==> src/rtl/program_sequencer_if.sv <==
// rtl/program_sequencer_if.sv - instruction memory, register read and datapath bus of the sequencer
interface program_sequencer_if;
   logic [7:0]  address;
   logic [7:0]  selectOut;
   logic [15:0] instruction;
   logic [3:0]  condRegSel;
   logic [7:0]  condValue;
   logic        execValid;
   logic [3:0]  opcode;
   logic [3:0]  fieldA;
   logic [3:0]  fieldB;
   logic [3:0]  fieldC;

   modport master (
      output address, selectOut, condRegSel, execValid,
      output opcode, fieldA, fieldB, fieldC,
      input  instruction, condValue
   );

   modport slave (
      input  address, selectOut, condRegSel, execValid,
      input  opcode, fieldA, fieldB, fieldC,
      output instruction, condValue
   );
endinterface

==> src/rtl/program_sequencer.sv <==
// rtl/program_sequencer.sv - two-cycle fetch/execute program sequencer with jump, halt and conditional halt
module program_sequencer #(
   parameter int MAX_STEPS = 4096
) (
   input  logic                clk,
   input  logic                reset,
   input  logic                start,
   input  logic [7:0]          programSelect,
   program_sequencer_if.master bus,
   output logic                running,
   output logic                halted,
   output logic                fault,
   output logic [15:0]         instrCount
);
   typedef enum logic [1:0] {
      IDLE   = 2'd0,
      FETCH  = 2'd1,
      EXEC   = 2'd2,
      HALTED = 2'd3
   } seqState;

   seqState     state;
   seqState     nextState;
   logic [7:0]  pc;
   logic [15:0] ir;
   logic [7:0]  selectReg;
   logic [3:0]  irOp;
   logic [8:0]  pcNext;
   logic [15:0] countNext;
   logic        pcWrite;
   logic        stopReq;
   logic        overrun;
   logic        limitHit;
   logic        acceptStart;

   assign irOp = ir[15:12];

   // Decode of the held instruction; only consumed while in EXEC.
   always_comb begin
      pcNext  = {1'b0, pc} + 9'd1;
      pcWrite = 1'b0;
      stopReq = 1'b0;
      case (irOp)
         4'hD: begin
            pcNext  = {1'b0, ir[7:0]};
            pcWrite = 1'b1;
         end
         4'hE: stopReq = 1'b1;
         4'hF: begin
            if (bus.condValue == 8'd0) stopReq = 1'b1;
            else                        pcWrite = 1'b1;
         end
         default: pcWrite = 1'b1;
      endcase
   end

   assign countNext   = (instrCount == 16'hFFFF) ? instrCount : instrCount + 16'd1;
   assign limitHit    = {16'd0, countNext} >= 32'(MAX_STEPS);
   assign overrun     = pcWrite && (pcNext[8:7] != 2'b00);
   assign acceptStart = start && (state == IDLE || state == HALTED);

   always_ff @(posedge clk or posedge reset) begin
      if (reset) state <= IDLE;
      else       state <= nextState;
   end

   always_comb begin
      nextState = state;
      case (state)
         IDLE, HALTED: if (start) nextState = FETCH;
         FETCH:        nextState = EXEC;
         EXEC:         nextState = (stopReq || overrun || limitHit) ? HALTED : FETCH;
         default:      nextState = IDLE;
      endcase
   end

   always_comb begin
      running       = (state == FETCH) || (state == EXEC);
      halted        = (state == HALTED);
      bus.execValid = (state == EXEC) && (irOp <= 4'hC);
   end

   // An overrunning PC keeps its old value; the fault flag records the event.
   always_ff @(posedge clk or posedge reset) begin
      if (reset) begin
         pc         <= 8'd0;
         ir         <= 16'd0;
         selectReg  <= 8'd0;
         instrCount <= 16'd0;
         fault      <= 1'b0;
      end else begin
         if (acceptStart) begin
            selectReg  <= programSelect;
            pc         <= 8'd0;
            instrCount <= 16'd0;
            fault      <= 1'b0;
         end
         if (state == FETCH) ir <= bus.instruction;
         if (state == EXEC) begin
            instrCount <= countNext;
            if (pcWrite && !overrun) pc <= pcNext[7:0];
            if (overrun || limitHit) fault <= 1'b1;
         end
      end
   end

   assign bus.address    = pc;
   assign bus.selectOut  = selectReg;
   assign bus.condRegSel = ir[3:0];
   assign bus.opcode     = ir[15:12];
   assign bus.fieldA     = ir[11:8];
   assign bus.fieldB     = ir[7:4];
   assign bus.fieldC     = ir[3:0];
endmodule

==> src/flat_wrapper.sv <==
// flat-port wrapper written by rule: the top's interface ports become plain ports
module program_sequencer_flat 
#(
   parameter int MAX_STEPS = 4096
)
  (clk, reset, start, programSelect, running, halted, fault, instrCount, bus_address, bus_selectOut, bus_condRegSel, bus_execValid, bus_opcode, bus_fieldA, bus_fieldB, bus_fieldC, bus_instruction, bus_condValue);
  program_sequencer_if bus_i ();
  input  logic clk;
  input  logic reset;
  input  logic start;
  input  logic [7:0] programSelect;
  output logic running;
  output logic halted;
  output logic fault;
  output logic [15:0] instrCount;
  output wire logic [$bits(bus_i.address)-1:0] bus_address;
  output wire logic [$bits(bus_i.selectOut)-1:0] bus_selectOut;
  output wire logic [$bits(bus_i.condRegSel)-1:0] bus_condRegSel;
  output wire logic [$bits(bus_i.execValid)-1:0] bus_execValid;
  output wire logic [$bits(bus_i.opcode)-1:0] bus_opcode;
  output wire logic [$bits(bus_i.fieldA)-1:0] bus_fieldA;
  output wire logic [$bits(bus_i.fieldB)-1:0] bus_fieldB;
  output wire logic [$bits(bus_i.fieldC)-1:0] bus_fieldC;
  input wire logic [$bits(bus_i.instruction)-1:0] bus_instruction;
  input wire logic [$bits(bus_i.condValue)-1:0] bus_condValue;
  assign bus_address = bus_i.address;
  assign bus_selectOut = bus_i.selectOut;
  assign bus_condRegSel = bus_i.condRegSel;
  assign bus_execValid = bus_i.execValid;
  assign bus_opcode = bus_i.opcode;
  assign bus_fieldA = bus_i.fieldA;
  assign bus_fieldB = bus_i.fieldB;
  assign bus_fieldC = bus_i.fieldC;
  assign bus_i.instruction = bus_instruction;
  assign bus_i.condValue = bus_condValue;
  program_sequencer #(.MAX_STEPS(MAX_STEPS)) u_core (.clk(clk), .reset(reset), .start(start), .programSelect(programSelect), .bus(bus_i), .running(running), .halted(halted), .fault(fault), .instrCount(instrCount));
endmodule
==> config.mk <==
export PLATFORM = sky130hd
export DESIGN_NAME = program_sequencer_flat
export DESIGN_NICKNAME = d
export VERILOG_FILES = /design/src/rtl/program_sequencer_if.sv /design/src/rtl/program_sequencer.sv /design/src/flat_wrapper.sv
export SDC_FILE = /design/constraint.sdc
export NUM_CORES = 1
export LEC_CHECK = 0
export CORE_AREA = 3 3 78 80
export DETAILED_ROUTE_END_ITERATION = 12
export DIE_AREA = 0 0 81 83
export PLACE_DENSITY = 0.83
export SYNTH_ARGS = -nofsm -noshare
export SYNTH_HDL_FRONTEND = slang
export SYNTH_SLANG_ARGS = --single-unit
==> constraint.sdc <==
create_clock -name clk -period 3.45 [get_ports clk]
set_clock_uncertainty 0.15 [all_clocks]
set_input_delay 1.035 -clock clk [delete_from_list [all_inputs] [get_ports clk]]
set_output_delay 1.035 -clock clk [all_outputs]
set_load 0.02 [all_outputs]
==> summary.json, run 1 <==
{
  "first_pass_grt_wire_length_microns": 11360,
  "antenna_cells_inserted": 0,
  "cts.repair_timing.setup_buffer_count": 0,
  "vias_per_cell": 5.710,
  "grt_use_total": 0.2124,
  "cts.htree.levels": 2,
  "layout.area.seq_sq_um": 1276,
  "rsz0062_at_grt": "false",
  "leakage_uw": 0.001543,
  "timing.final.hold_violations": 0,
  "detailedRoute.firstIterationViolations": 140,
  "ys_warn_count": 0,
  "cap_violations": 0,
  "area.growth.synth_to_final_pct": 41.29,
  "layout-drive-gt1-share": 0.1404,
  "synth_cell_type_count": 49,
  "hold_depth": 1,
  "least_margin_pin_slew_ns": 0.8459,
  "report.final.slew_viol_count": 0,
  "syn-cell-area_sq_um": 2636,
  "nFillCells": 443,
  "hold_path.class": "reg2reg",
  "worstSetupEndpointType": "output pin",
  "port_buffers": 90,
  "syn_nets": 293,
  "grt_max_degree": 22,
  "grt_pass1_vias": 2389,
  "mostFrequentLayoutCells": "90 x sky130_fd_sc_hd__clkdlybuf4s50_1, 51 x sky130_fd_sc_hd__dfrtp_1, 24 x sky130_fd_sc_hd__mux2_2",
  "timing.rr.end": "u_core.bus.address[5]$_DFF_PP0_",
  "clkLatencyLatePin_ns": 0.31,
  "antenna_found_initial": 0,
  "floorplan.rows": 27,
  "tritoncts": "yes",
  "cts.root.buffer_cell": "sky130_fd_sc_hd__clkbuf_8",
  "status": "finished clean",
  "design.portCount": 91,
  "netlist_instances": 253,
  "fp.coreArea_sq_um": 5473,
  "timing.hold.ws_ns": 0.3613,
  "vdd_drop_max_uv": 641.3,
  "totalNegativeSetupSlack_ns": 0,
  "detailroute.via_count": 2364,
  "hold_fix_buffers_at_cts": 0,
  "crit-reg2reg-launch": "u_core.bus.address[0]$_DFF_PP0_",
  "synth_area_leaders": "sky130_fd_sc_hd__dfrtp_1 48%, sky130_fd_sc_hd__mux2_2 10%, sky130_fd_sc_hd__a21oi_1 2.8%, sky130_fd_sc_hd__nor3_1 2.8%, sky130_fd_sc_hd__ha_1 2.4%",
  "drt_pass1_iterations": 4,
  "ant_nets": 0,
  "synth_top_area_share": 0.4841,
  "worst_r2r_path_depth": 6,
  "synth_top_area_cell": "sky130_fd_sc_hd__dfrtp_1",
  "synth_async_sr_flop_share": 1.000,
  "post-route-drc-count": 0,
  "clock_path_buffers": 2,
  "period_share": 0.8934,
  "avgSynthCellArea_sq_um": 10.42,
  "synth-edff-count": 0,
  "ys_ff_latch": 51,
  "layout_commonest_cell": "sky130_fd_sc_hd__clkdlybuf4s50_1",
  "wl_per_cell_microns": 16.20,
  "criticalPathCategory": "reg2out",
  "number_of_buffers_created_by_cts": 5,
  "post-route-min-period_ns": 3.082,
  "finalSetupViolCount": 0,
  "cts_repair_resize_count": 0,
  "detailed_place_hpwl_microns": 5069,
  "critical_path_peak_fanout": 6,
  "grt_overflow_total": 0,
  "hp-start": "u_core.bus.selectOut[6]$_DFFE_PP0P_",
  "cp_cell_sequence": "or2_2, a31oi_1, clkdlybuf4s50_1",
  "place_congestion": 0.8769,
  "p_per_area_nw_per_um2": 848.3,
  "worst_ep_required_time_ns": 2.26,
  "x_dimension_of_the_die_microns": 81,
  "footprint_of_the_multi_input_gates_sq_um": 1239,
  "worst_setup_path_start_kind": "flop",
  "maxSlewHeadroom": 0.4361,
  "cts_num_sinks": 51,
  "timing.reg2reg.setup_slack_ns": 1.20,
  "crit_slowest_cell": "sky130_fd_sc_hd__clkdlybuf4s50_1",
  "place_area_sq_um": 3588,
  "cts.clk_slew.worst_paths_ns": 0.10,
  "synthFlopType": "sky130_fd_sc_hd__dfrtp_1",
  "wl_microns": 6707,
  "postLayoutCellArea_sq_um": 3725,
  "hold_path_endpoint": "u_core.bus.selectOut[6]$_DFFE_PP0P_",
  "synth.yosys.seq_area_share": 0.4841,
  "dieArea_sq_um": 6723,
  "max_clock_freq_mhz": 324.5,
  "initial_core_utilization": 0.4817,
  "die_h_microns": 83,
  "critPathMaxStageDelay_ns": 0.64,
  "num-nets-final": 381,
  "critical_path_arrival_ns": 1.90
}
[cells by family after synthesis]
logic type,after synthesis,synth area share
AOI/OAI and AO/OA,63,0.1609
and+or+nand+nor,80,0.1675
muxes,28,0.1177
DFF,51,0.4841
buffers and inverters,26,0.04603
adders and majority gates,5,0.02373
[metal layers]
layer / part of all wire / up-vias / GRT usage
met2: 0.51 / 85 / 0.3540
met5: 0 / - / 0
li1: - / 1123 / -
met4: 0.019 / 0 / 0.08449
met3: 0.054 / 11 / 0.04772
met1: 0.42 / 1145 / 0.2623
[where the power goes]
group / internal, uW / switching (uW) / leakage [uW]
Clock: 289 / 206 / 0.0000644
Combinational: 817 / 825 / 0.000832
Sequential: 812 / 210 / 0.000647
[stage by stage]
step,instances,util,setup slack [ns],total power [uW]
6_report,414,0.6806,0.3679,3160
5_1_grt,414,0.6806,0.2808,3346
4_1_cts,414,0.6806,0.3342,3183
3_5_place_dp,406,0.6557,0.2837,2680
3_3_place_gp,406,0.6557,0.3286,2641
2_1_floorplan,253,-,0.8387,1975
[registers in the layout, summed over array words and instances, names as in the netlist]
signal	count
u_core.bus.address	8
u_core.fault	1
u_core.instrCount	16
u_core.state	2
u_core.ir	16
u_core.bus.selectOut	8
[worst max-delay path by stage]
stage / depth (start not counted) / startpoint / endpoint / slack [ns]
global placement: 6 / bus_condValue[5] / u_core.bus.address[6]$_DFF_PP0_ / 0.33
global route: 3 / u_core.ir[12]$_DFFE_PP0N_ / bus_execValid / 0.28
floorplan: 5 / bus_condValue[5] / u_core.bus.address[6]$_DFF_PP0_ / 0.84
CTS: 3 / u_core.ir[12]$_DFFE_PP0N_ / bus_execValid / 0.33
detailed placement: 6 / bus_condValue[5] / u_core.bus.address[6]$_DFF_PP0_ / 0.28
finish: 3 / u_core.ir[12]$_DFFE_PP0N_ / bus_execValid / 0.37
[cell usage after synthesis, types with 4 or more instances]
library cell,n
sky130_fd_sc_hd__mux2i_1,4
sky130_fd_sc_hd__o21ai_0,12
sky130_fd_sc_hd__inv_1,11
sky130_fd_sc_hd__a31oi_1,6
sky130_fd_sc_hd__clkbuf_1,6
sky130_fd_sc_hd__nor3_1,15
sky130_fd_sc_hd__and3_1,6
sky130_fd_sc_hd__nand2_1,16
sky130_fd_sc_hd__a21oi_1,15
sky130_fd_sc_hd__and4_1,4
sky130_fd_sc_hd__nand3_1,8
sky130_fd_sc_hd__ha_1,5
sky130_fd_sc_hd__dfrtp_1,51
sky130_fd_sc_hd__nor2_1,8
sky130_fd_sc_hd__nand4_1,6
sky130_fd_sc_hd__mux2_2,24
sky130_fd_sc_hd__buf_4,4
sky130_fd_sc_hd__a211oi_1,5
[area by class of cell]
type	instances	area share
tap	72	0.02419
timing repair buffer	95	0.2519
clock buffer	5	0.01847
clock inverter	3	0.01814
inverter	12	0.01209
sequential	51	0.3426
multi-input combinational	176	0.3326
[worst max-delay path: cells and delay by family, from the launching register on]
kind	cells	cell delay [ns]
flip-flops	1	0.46
AND/OR/NAND/NOR	1	0.32
buffers and inverters	1	0.64
AO/OA/AOI/OAI	1	0.17
(Power assumes the default switching activity.)
==> inputs of run 2 (changes only) <==
Settings changed: CTS_BUF_LIST set to sky130_fd_sc_hd__clkbuf_16.
==> summary.json, run 2 (same netlist as run 1, synthesis figures left out) <==
{
  "clkLatencyLatePin_ns": 0.29,
  "number_of_buffers_created_by_cts": 5,
  "grt_use_total": 0.2178,
  "timing.reg2reg.setup_slack_ns": 1.19,
  "tritoncts": "yes",
  "wl_microns": 6795,
  "p_per_area_nw_per_um2": 873.9,
  "hold_fix_buffers_at_cts": 0,
  "cap_violations": 0,
  "critical_path_peak_fanout": 6,
  "report.final.slew_viol_count": 0,
  "ant_nets": 0,
  "layout-drive-gt1-share": 0.1404,
  "design.portCount": 91,
  "grt_overflow_total": 0,
  "post-route-min-period_ns": 3.063,
  "finalSetupViolCount": 0,
  "leakage_uw": 0.001569,
  "reg.largest.list": "u_core.instrCount (16), u_core.ir (16)",
  "cts_repair_resize_count": 0,
  "post-route-drc-count": 0,
  "hold_path.class": "reg2reg",
  "detailed_place_hpwl_microns": 5069,
  "cts.clk_slew.worst_paths_ns": 0.07,
  "cts_num_sinks": 51,
  "criticalPathCategory": "reg2out",
  "vias_per_cell": 5.807,
  "final-instance-count-excl-fill": 414,
  "maxSlewHeadroom": 0.4411,
  "worst_setup_path_start_kind": "flop",
  "x_dimension_of_the_die_microns": 81,
  "period_share": 0.8877,
  "die_h_microns": 83,
  "rsz0062_at_grt": "false",
  "timing.final.hold_violations": 0,
  "place.detailed.instances": 406,
  "dieArea_sq_um": 6723,
  "grt_max_degree": 22,
  "cts.htree.levels": 2,
  "layout_commonest_cell": "sky130_fd_sc_hd__clkdlybuf4s50_1",
  "fp.coreArea_sq_um": 5473,
  "detailroute.via_count": 2404,
  "antenna_cells_inserted": 0,
  "max_clock_freq_mhz": 326.5,
  "worst_r2r_path_depth": 6,
  "critical_path_arrival_ns": 1.88,
  "least_margin_pin_slew_ns": 0.8383,
  "drt_pass1_iterations": 4,
  "antenna_found_initial": 0,
  "wl_per_cell_microns": 16.41,
  "worst_ep_required_time_ns": 2.26,
  "area.growth.synth_to_final_pct": 43.43,
  "crit-reg2reg-launch": "u_core.bus.address[0]$_DFF_PP0_",
  "place_congestion": 0.8769,
  "cts.root.buffer_cell": "sky130_fd_sc_hd__clkbuf_16",
  "clock_path_buffers": 2,
  "num-nets-final": 381,
  "totalNegativeSetupSlack_ns": 0,
  "hold_depth": 1,
  "timing.rr.end": "u_core.bus.address[2]$_DFF_PP0_",
  "grt_pass1_vias": 2401,
  "initial_core_utilization": 0.4817,
  "hold_path_endpoint": "u_core.bus.selectOut[6]$_DFFE_PP0P_",
  "mostFrequentLayoutCells": "90 x sky130_fd_sc_hd__clkdlybuf4s50_1, 51 x sky130_fd_sc_hd__dfrtp_1, 24 x sky130_fd_sc_hd__mux2_2",
  "floorplan.rows": 27,
  "vdd_drop_max_uv": 620.2,
  "first_pass_grt_wire_length_microns": 11710,
  "worstSetupEndpointType": "output pin",
  "cts.repair_timing.setup_buffer_count": 0,
  "port_buffers": 90,
  "hp-start": "u_core.bus.selectOut[6]$_DFFE_PP0P_",
  "status": "finished clean",
  "detailedRoute.firstIterationViolations": 192
}
==> run 2: cell types whose count changed in the layout (fill, tap and decap cells not counted) <==
cell                        before  now
sky130_fd_sc_hd__clkbuf_16       0    5
sky130_fd_sc_hd__clkbuf_8        5    0
==> run 2: worst max path at each step <==
stage,from,endpoint,cells past startpoint
after global placement,bus_condValue[5],u_core.bus.address[6]$_DFF_PP0_,6
after detailed placement,bus_condValue[5],u_core.bus.address[6]$_DFF_PP0_,6
after CTS,u_core.ir[12]$_DFFE_PP0N_,bus_execValid,3
after floorplan,bus_condValue[5],u_core.bus.address[6]$_DFF_PP0_,5
after global routing,u_core.ir[12]$_DFFE_PP0N_,bus_execValid,3
final,u_core.ir[12]$_DFFE_PP0N_,bus_execValid,3
==> run 2: per-stage QoR <==
step                setup slack [ns]  total power (uW)  instance area (sq um)    util  hold WS, ns
floorplan                     0.8387              1975                   2636       -       0.3988
global placement              0.3286              2641                   3588  0.6557       0.3358
detailed placement            0.2837              2680                   3588  0.6557       0.3433
CTS                           0.3694              3327                   3781  0.6909       0.3587
global route                  0.3199              3500                   3781  0.6909       0.3751
finish                        0.3873              3304                   3781  0.6909       0.3534
==> run 2: layout make-up <==
cell class,instances,area (sq um)
fillers,426,1692
well taps,72,90.09
clock inverters,3,67.56
inverters,12,45.04
clock buffers,5,125.1
repair buffers,95,938.4
flip-flops and latches,51,1276
multi-input cells,176,1239
==> run 2: routing by layer <==
| layer | track usage | vias up | wire (microns) |
|---|---|---|---|
| met1 | 0.2735 | 1183 | 2804 |
| met4 | 0.05069 | 0 | 109 |
| met3 | 0.05315 | 12 | 371 |
| met5 | 0 | - | 0 |
| li1 | - | 1124 | - |
| met2 | 0.3727 | 85 | 3509 |
==> run 2: worst max-delay path, stage by stage (launching register included) <==
cell	delay (ns)
sky130_fd_sc_hd__dfrtp_1	0.46
sky130_fd_sc_hd__or2_2	0.32
sky130_fd_sc_hd__a31oi_1	0.17
sky130_fd_sc_hd__clkdlybuf4s50_1	0.64
==> run 2: where the power goes <==
part / internal (uW) / switching (uW)
logic: 817 / 832
registers: 814 / 209
clock network: 415 / 218
==> RTL edit 1: new RTL, settings of run 2 <==
Re-encode `seqState` (4 states) as one-hot, 4 bits wide.
--- a/src/rtl/program_sequencer.sv
+++ b/src/rtl/program_sequencer.sv
@@ -13,9 +13,9 @@
    output logic [15:0]         instrCount
 );
-   typedef enum logic [1:0] {
-      IDLE   = 2'd0,
-      FETCH  = 2'd1,
-      EXEC   = 2'd2,
-      HALTED = 2'd3
+   typedef enum logic [3:0] {
+      IDLE   = 4'b0001,
+      FETCH  = 4'b0010,
+      EXEC   = 4'b0100,
+      HALTED = 4'b1000
    } seqState;
 
Check against the original RTL: no difference found for any inputs over 10 cycles, from zero or initial values and one cycle with reset high; not proved beyond that.
==> RTL edit 1 against run 2 <==
Total power fell by 23%. Combinational power decreased by 32%. Final area increased by 0.56%. Setup slack worse by 270 ps. Sequential cell count grew 2. Area after synthesis is 2.9% higher. Routed wire length shrank 1.5%. Largest power group unchanged.
==> RTL edit 1: results (changes against run 2) <==
- Commonest cells post-synth: dfrtp_1, nand2_1, mux2_2
- Worst-Margin Slew: 752 ps (-86.3 ps)
- R2R Setup Slk: 950 ps (-240 ps)
- Area after DPL: 3670 µm² (+2.3%)
- Syn_nets: 302 (+3.1%)
- Sw Share: 36.5% (-1.6 points)
- Worst r2r dst: u_core.instrCount[14]
- Final Wtd Congestion: 0.902 (+2.8%)
- Worst r2r src: u_core.state[3]
- All-Layer GR Usage: 20.8% (-1.0 points)
- P_leak: 1.57 nW (+0.30%)
- Syn. warnings: 0 (unchanged)
- Slowest cell delay on critical path: 640 ps (about the same)
- Hold Path Stages: 2 (+1)
- First-pass GRT wire length: 11400 µm (-2.7%)
- Seq pwr: 0.961 mW (-6%)
- Status: completed
- Netlist cell types: 56 (+14%)
- F_max: 300 MHz (-8.1%)
- Detailed-placement wirelength estimate: 4910 µm (-3.2%)
- Ratio of cells with drive above 1 in the final layout: 11.1% (-3.0 points)
- Hold Path End: u_core.bus.selectOut[3]
- DR vias: 2435 (+1.3%)
- CP Class: reg -> out
- Async S/R FF share, synth: 100% (unchanged)
- Routed Wire Length: 6700 µm (-1.5%)
- Hold path start: u_core.bus.selectOut[3]
- PwrDens: 670 nW/µm² (-23%)
- Top-area cell type share of the netlist area: 48.0% (-0.44 points)
- Min Hold Slack: 327 ps (-26.7 ps)
- Largest net degree at the start of global routing: 47 (+110%)
- Syn Inst Count: 265 (+4.7%)
- Vias per inst: 5.74 (-1.1%)
- Initial DRC count: 170 (-11%)
- Filler cells: 446 (+4.7%)
- Vias in the first global route: 2453 (+2.2%)
- Area Overhead vs Synth: 40.2%
- Seq/Total Area, Yosys: 48.9% (+0.53 points)
- Initial antenna violation count: 0 (unchanged)
- Worst VDD drop: 489 µV (-21%)
- Number of cells on the critical path: 3 (unchanged)
- Crit path max-delay family: buffers and inverters
- Comb group: 1.12 mW (-32%)
- Placed cell count: 417 (+2.7%)
- Deepest clock path buffer count: 2 (unchanged)
- CP Data Arrival Time: 2150 ps (+270 ps)
- Critical path fanouts, max: 5 (-1)
- Most area-consuming cells after synthesis: dfrtp_1, mux2_2, nand2_1
- Pre-CTS WS: 156 ps (-128 ps)
- Final nets: 389 (+2.1%)
- Final Setup Violations: 0 (unchanged)
- Hold Crit Class: reg -> reg
==> RTL edit 1: cell count changes after synthesis, moves of 6 or more <==
cell and change:
nand2_1 +20, inv_1 -7, mux2_2 -7, nor2_1 -6
==> RTL edit 1: logic make-up (layout without fill, tap and decap cells) <==
kind of cell,count (synthesis),after routing,share of synthesized area (%)
buf+inv,21,108,3.92
simple gates,104,104,21.0
flops,53,53,48.9
compound gates,63,63,16.4
mux,20,20,8.16
fa+ha+maj,2,2,0.922
xor+xnor,2,2,0.646
==> RTL edit 1: area by class of cell <==
class | count | area share (%)
clock buffer | 5 | 3.29
clock inverter | 2 | 0.197
inverter | 4 | 0.395
multi-input combinational | 191 | 33.8
sequential | 53 | 34.9
tap | 72 | 2.37
timing repair buffer | 97 | 25.1
==> RTL edit 1: routing by layer <==
metal	up-vias	share of wire, %	global-route usage, %
met3	5	6.8	5.86
met2	85	51	34.8
li1	1164	-	-
met4	0	0.73	3.99
met1	1181	42	26.6
met5	-	0	0
==> RTL edit 2: new RTL, config.mk and constraints of run 2 <==
Made on the original files. `MAX_STEPS` is set to 4096 in 2 places; all go to 3072.
--- a/src/rtl/program_sequencer.sv
+++ b/src/rtl/program_sequencer.sv
@@ -1,5 +1,5 @@
 // rtl/program_sequencer.sv - two-cycle fetch/execute program sequencer with jump, halt and conditional halt
 module program_sequencer #(
-   parameter int MAX_STEPS = 4096
+   parameter int MAX_STEPS = 3072
 ) (
    input  logic                clk,
--- a/src/flat_wrapper.sv
+++ b/src/flat_wrapper.sv
@@ -2,5 +2,5 @@
 module program_sequencer_flat 
 #(
-   parameter int MAX_STEPS = 4096
+   parameter int MAX_STEPS = 3072
 )
   (clk, reset, start, programSelect, running, halted, fault, instrCount, bus_address, bus_selectOut, bus_condRegSel, bus_execValid, bus_opcode, bus_fieldA, bus_fieldB, bus_fieldC, bus_instruction, bus_condValue);
Function: no difference found for any inputs over 10 cycles, from zero or initial values and one cycle with reset high; that may be too few to reach the edited logic, so the function may still have changed.
==> RTL edit 2 against run 2 <==
Sequential cell count is the same. Total power shrank 9.6%. Critical path depth grew 2. Via count shrank 3.7%. Maximum frequency shrank 0.44%. Routed wire length shrank 3.5%. Largest power group unchanged. Die area is the same. Synthesized cell count shrank 2.0%. Final area shrank 1.6%. Setup slack lost 13 ps. Area after synthesis grew 0.19%.
==> RTL edit 2: results (changes against run 2) <==
- Worst slew margin: 43.9% (-0.26 points)
- Clk root buf: clkbuf_16
- Seq/Total Area, Yosys: 48.3% (-0.092 points)
- # diodes: 0 (unchanged)
- Syn Inst Count: 248 (-2.0%)
- Syn_nets: 288 (-1.7%)
- CP Class: reg -> out
- Vias per inst: 5.75 (-1.0%)
- Largest net degree at the start of global routing: 27 (+23%)
- Critical path fanouts, max: 8 (+2)
- Netlist cell types: 46 (-6.1%)
- Post-CTS Setup Inserts: 0 (unchanged)
- All-Layer GR Usage: 20.4% (-1.4 points)
- Vias in the first global route: 2290 (-4.6%)
- Hold path start: u_core.bus.selectOut[2]
- Commonest cells post-synth: dfrtp_1, mux2_2, nand3_1
- Slowest-stage cell, CP: clkdlybuf4s50_1
- Filler cells: 451 (+5.9%)
- Worst r2r src: u_core.instrCount[3]
- I/O Buffers: 90 (unchanged)
- Placed cell count: 397 (-2.2%)
- P_leak: 1.49 nW (-4.8%)
- Worst VDD drop: 539 µV (-13%)
- First-pass GRT wire length: 11000 µm (-6.4%)
- CP Data Arrival Time: 1890 ps
- Initial DRC count: 127 (-34%)
- Initial antenna violation count: 0 (unchanged)
- Final Wtd Congestion: 0.862 (-1.7%)
- Wire per inst: 16.3 µm (-0.85%)
- Async S/R FF share, synth: 100% (unchanged)
- # resized after CTS: 0 (unchanged)
- TritonCTS Buffers: 5 (unchanged)
- Final nets: 372 (-2.4%)
- R2R Setup Slk: 1050 ps (-140 ps)
- Ratio of cells with drive above 1 in the final layout: 12.7% (-1.3 points)
- Deepest clock path buffer count: 2 (unchanged)
- Slowest cell delay on critical path: 640 ps (about the same)
- Syn. warnings: 0 (unchanged)
- Detailed-placement wirelength estimate: 4760 µm (-6.1%)
- Area after DPL: 3590 µm² (+0.10%)
- Crit path launch: u_core.state[0]
- Most area-consuming cells after synthesis: dfrtp_1, mux2_2, nand3_1
- Status: completed
- P_int: 1.82 mW (-11%)
- Routed Wire Length: 6560 µm (-3.5%)
- DR pass1 iterations: 5 (+1)
[RTL edit 2: changes by cell type in the layout (fill, tap and decap cells not counted), moves of 4 or more]
cell	delta
a31oi_1	-5
nor3_1	-11
and3_1	-5
a21o_1	+4
nand3_1	+10
o211ai_1	+7
inv_1	-4
nor4_1	+6
[RTL edit 2: routing by layer]
layer  track usage (%)  vias to the layer above  routed length [µm]
li1                  -                     1096                   -
met1              26.0                     1142                2880
met2              33.2                       68                3270
met3              5.42                       10                 333
met4              6.61                        0                  82
met5                 0                        -                   0
[RTL edit 2: cell type report]
class	instances	area [µm²]	share of cell area [%]
Timing Repair Buffer	93	936	25.2
Multi-Input combinational cell	175	1270	34.1
Clock buffer	5	125	3.36
Clock inverter	1	3.75	0.101
Inverter	6	22.5	0.605
Sequential cell	51	1280	34.3
Tap cell	72	90.1	2.42
[RTL edit 2: cells by family after synthesis]
kind of cell / Yosys count / share of synthesized area [%]
AO/OA/AOI/OAI: 61 / 15.6
XOR/XNOR: 2 / 0.663
adder cells (fa/ha/maj): 5 / 2.37
buffers and inverters: 22 / 3.70
flip-flops: 51 / 48.3
multiplexers: 30 / 12.7
AND/OR/NAND/NOR: 77 / 16.6
[RTL edit 2: worst paths after layout]
check,end,depth (start not counted)
hold / removal,u_core.bus.selectOut[2],1
min in group asynchronous,u_core.state[1],2
setup reg to reg,u_core.state[1],5
hold reg to reg,u_core.bus.selectOut[2],1
setup / recovery,bus_execValid,5
max in group asynchronous,u_core.bus.selectOut[1],3
[RTL edit 2: power groups by stage]
stage          logic, mW  clock network [mW]  registers (mW)
6_report            1.53               0.458            1.00
3_3_place_gp        1.51                   0            1.00
3_5_place_dp        1.53                   0            1.01
2_1_floorplan      0.698                   0            1.19
4_1_cts             1.54               0.465            1.00
5_1_grt             1.64               0.490            1.04
[RTL edit 2: per-stage QoR]
step	utilization, %	setup slack [ps]	hold slack, ps	total power, mW
5_1_grt	68.0	242	373	3.17
2_1_floorplan	-	892	399	1.89
6_report	68.0	374	354	2.99
3_5_place_dp	65.6	562	347	2.54
3_3_place_gp	65.6	626	338	2.51
4_1_cts	68.0	360	357	3.01
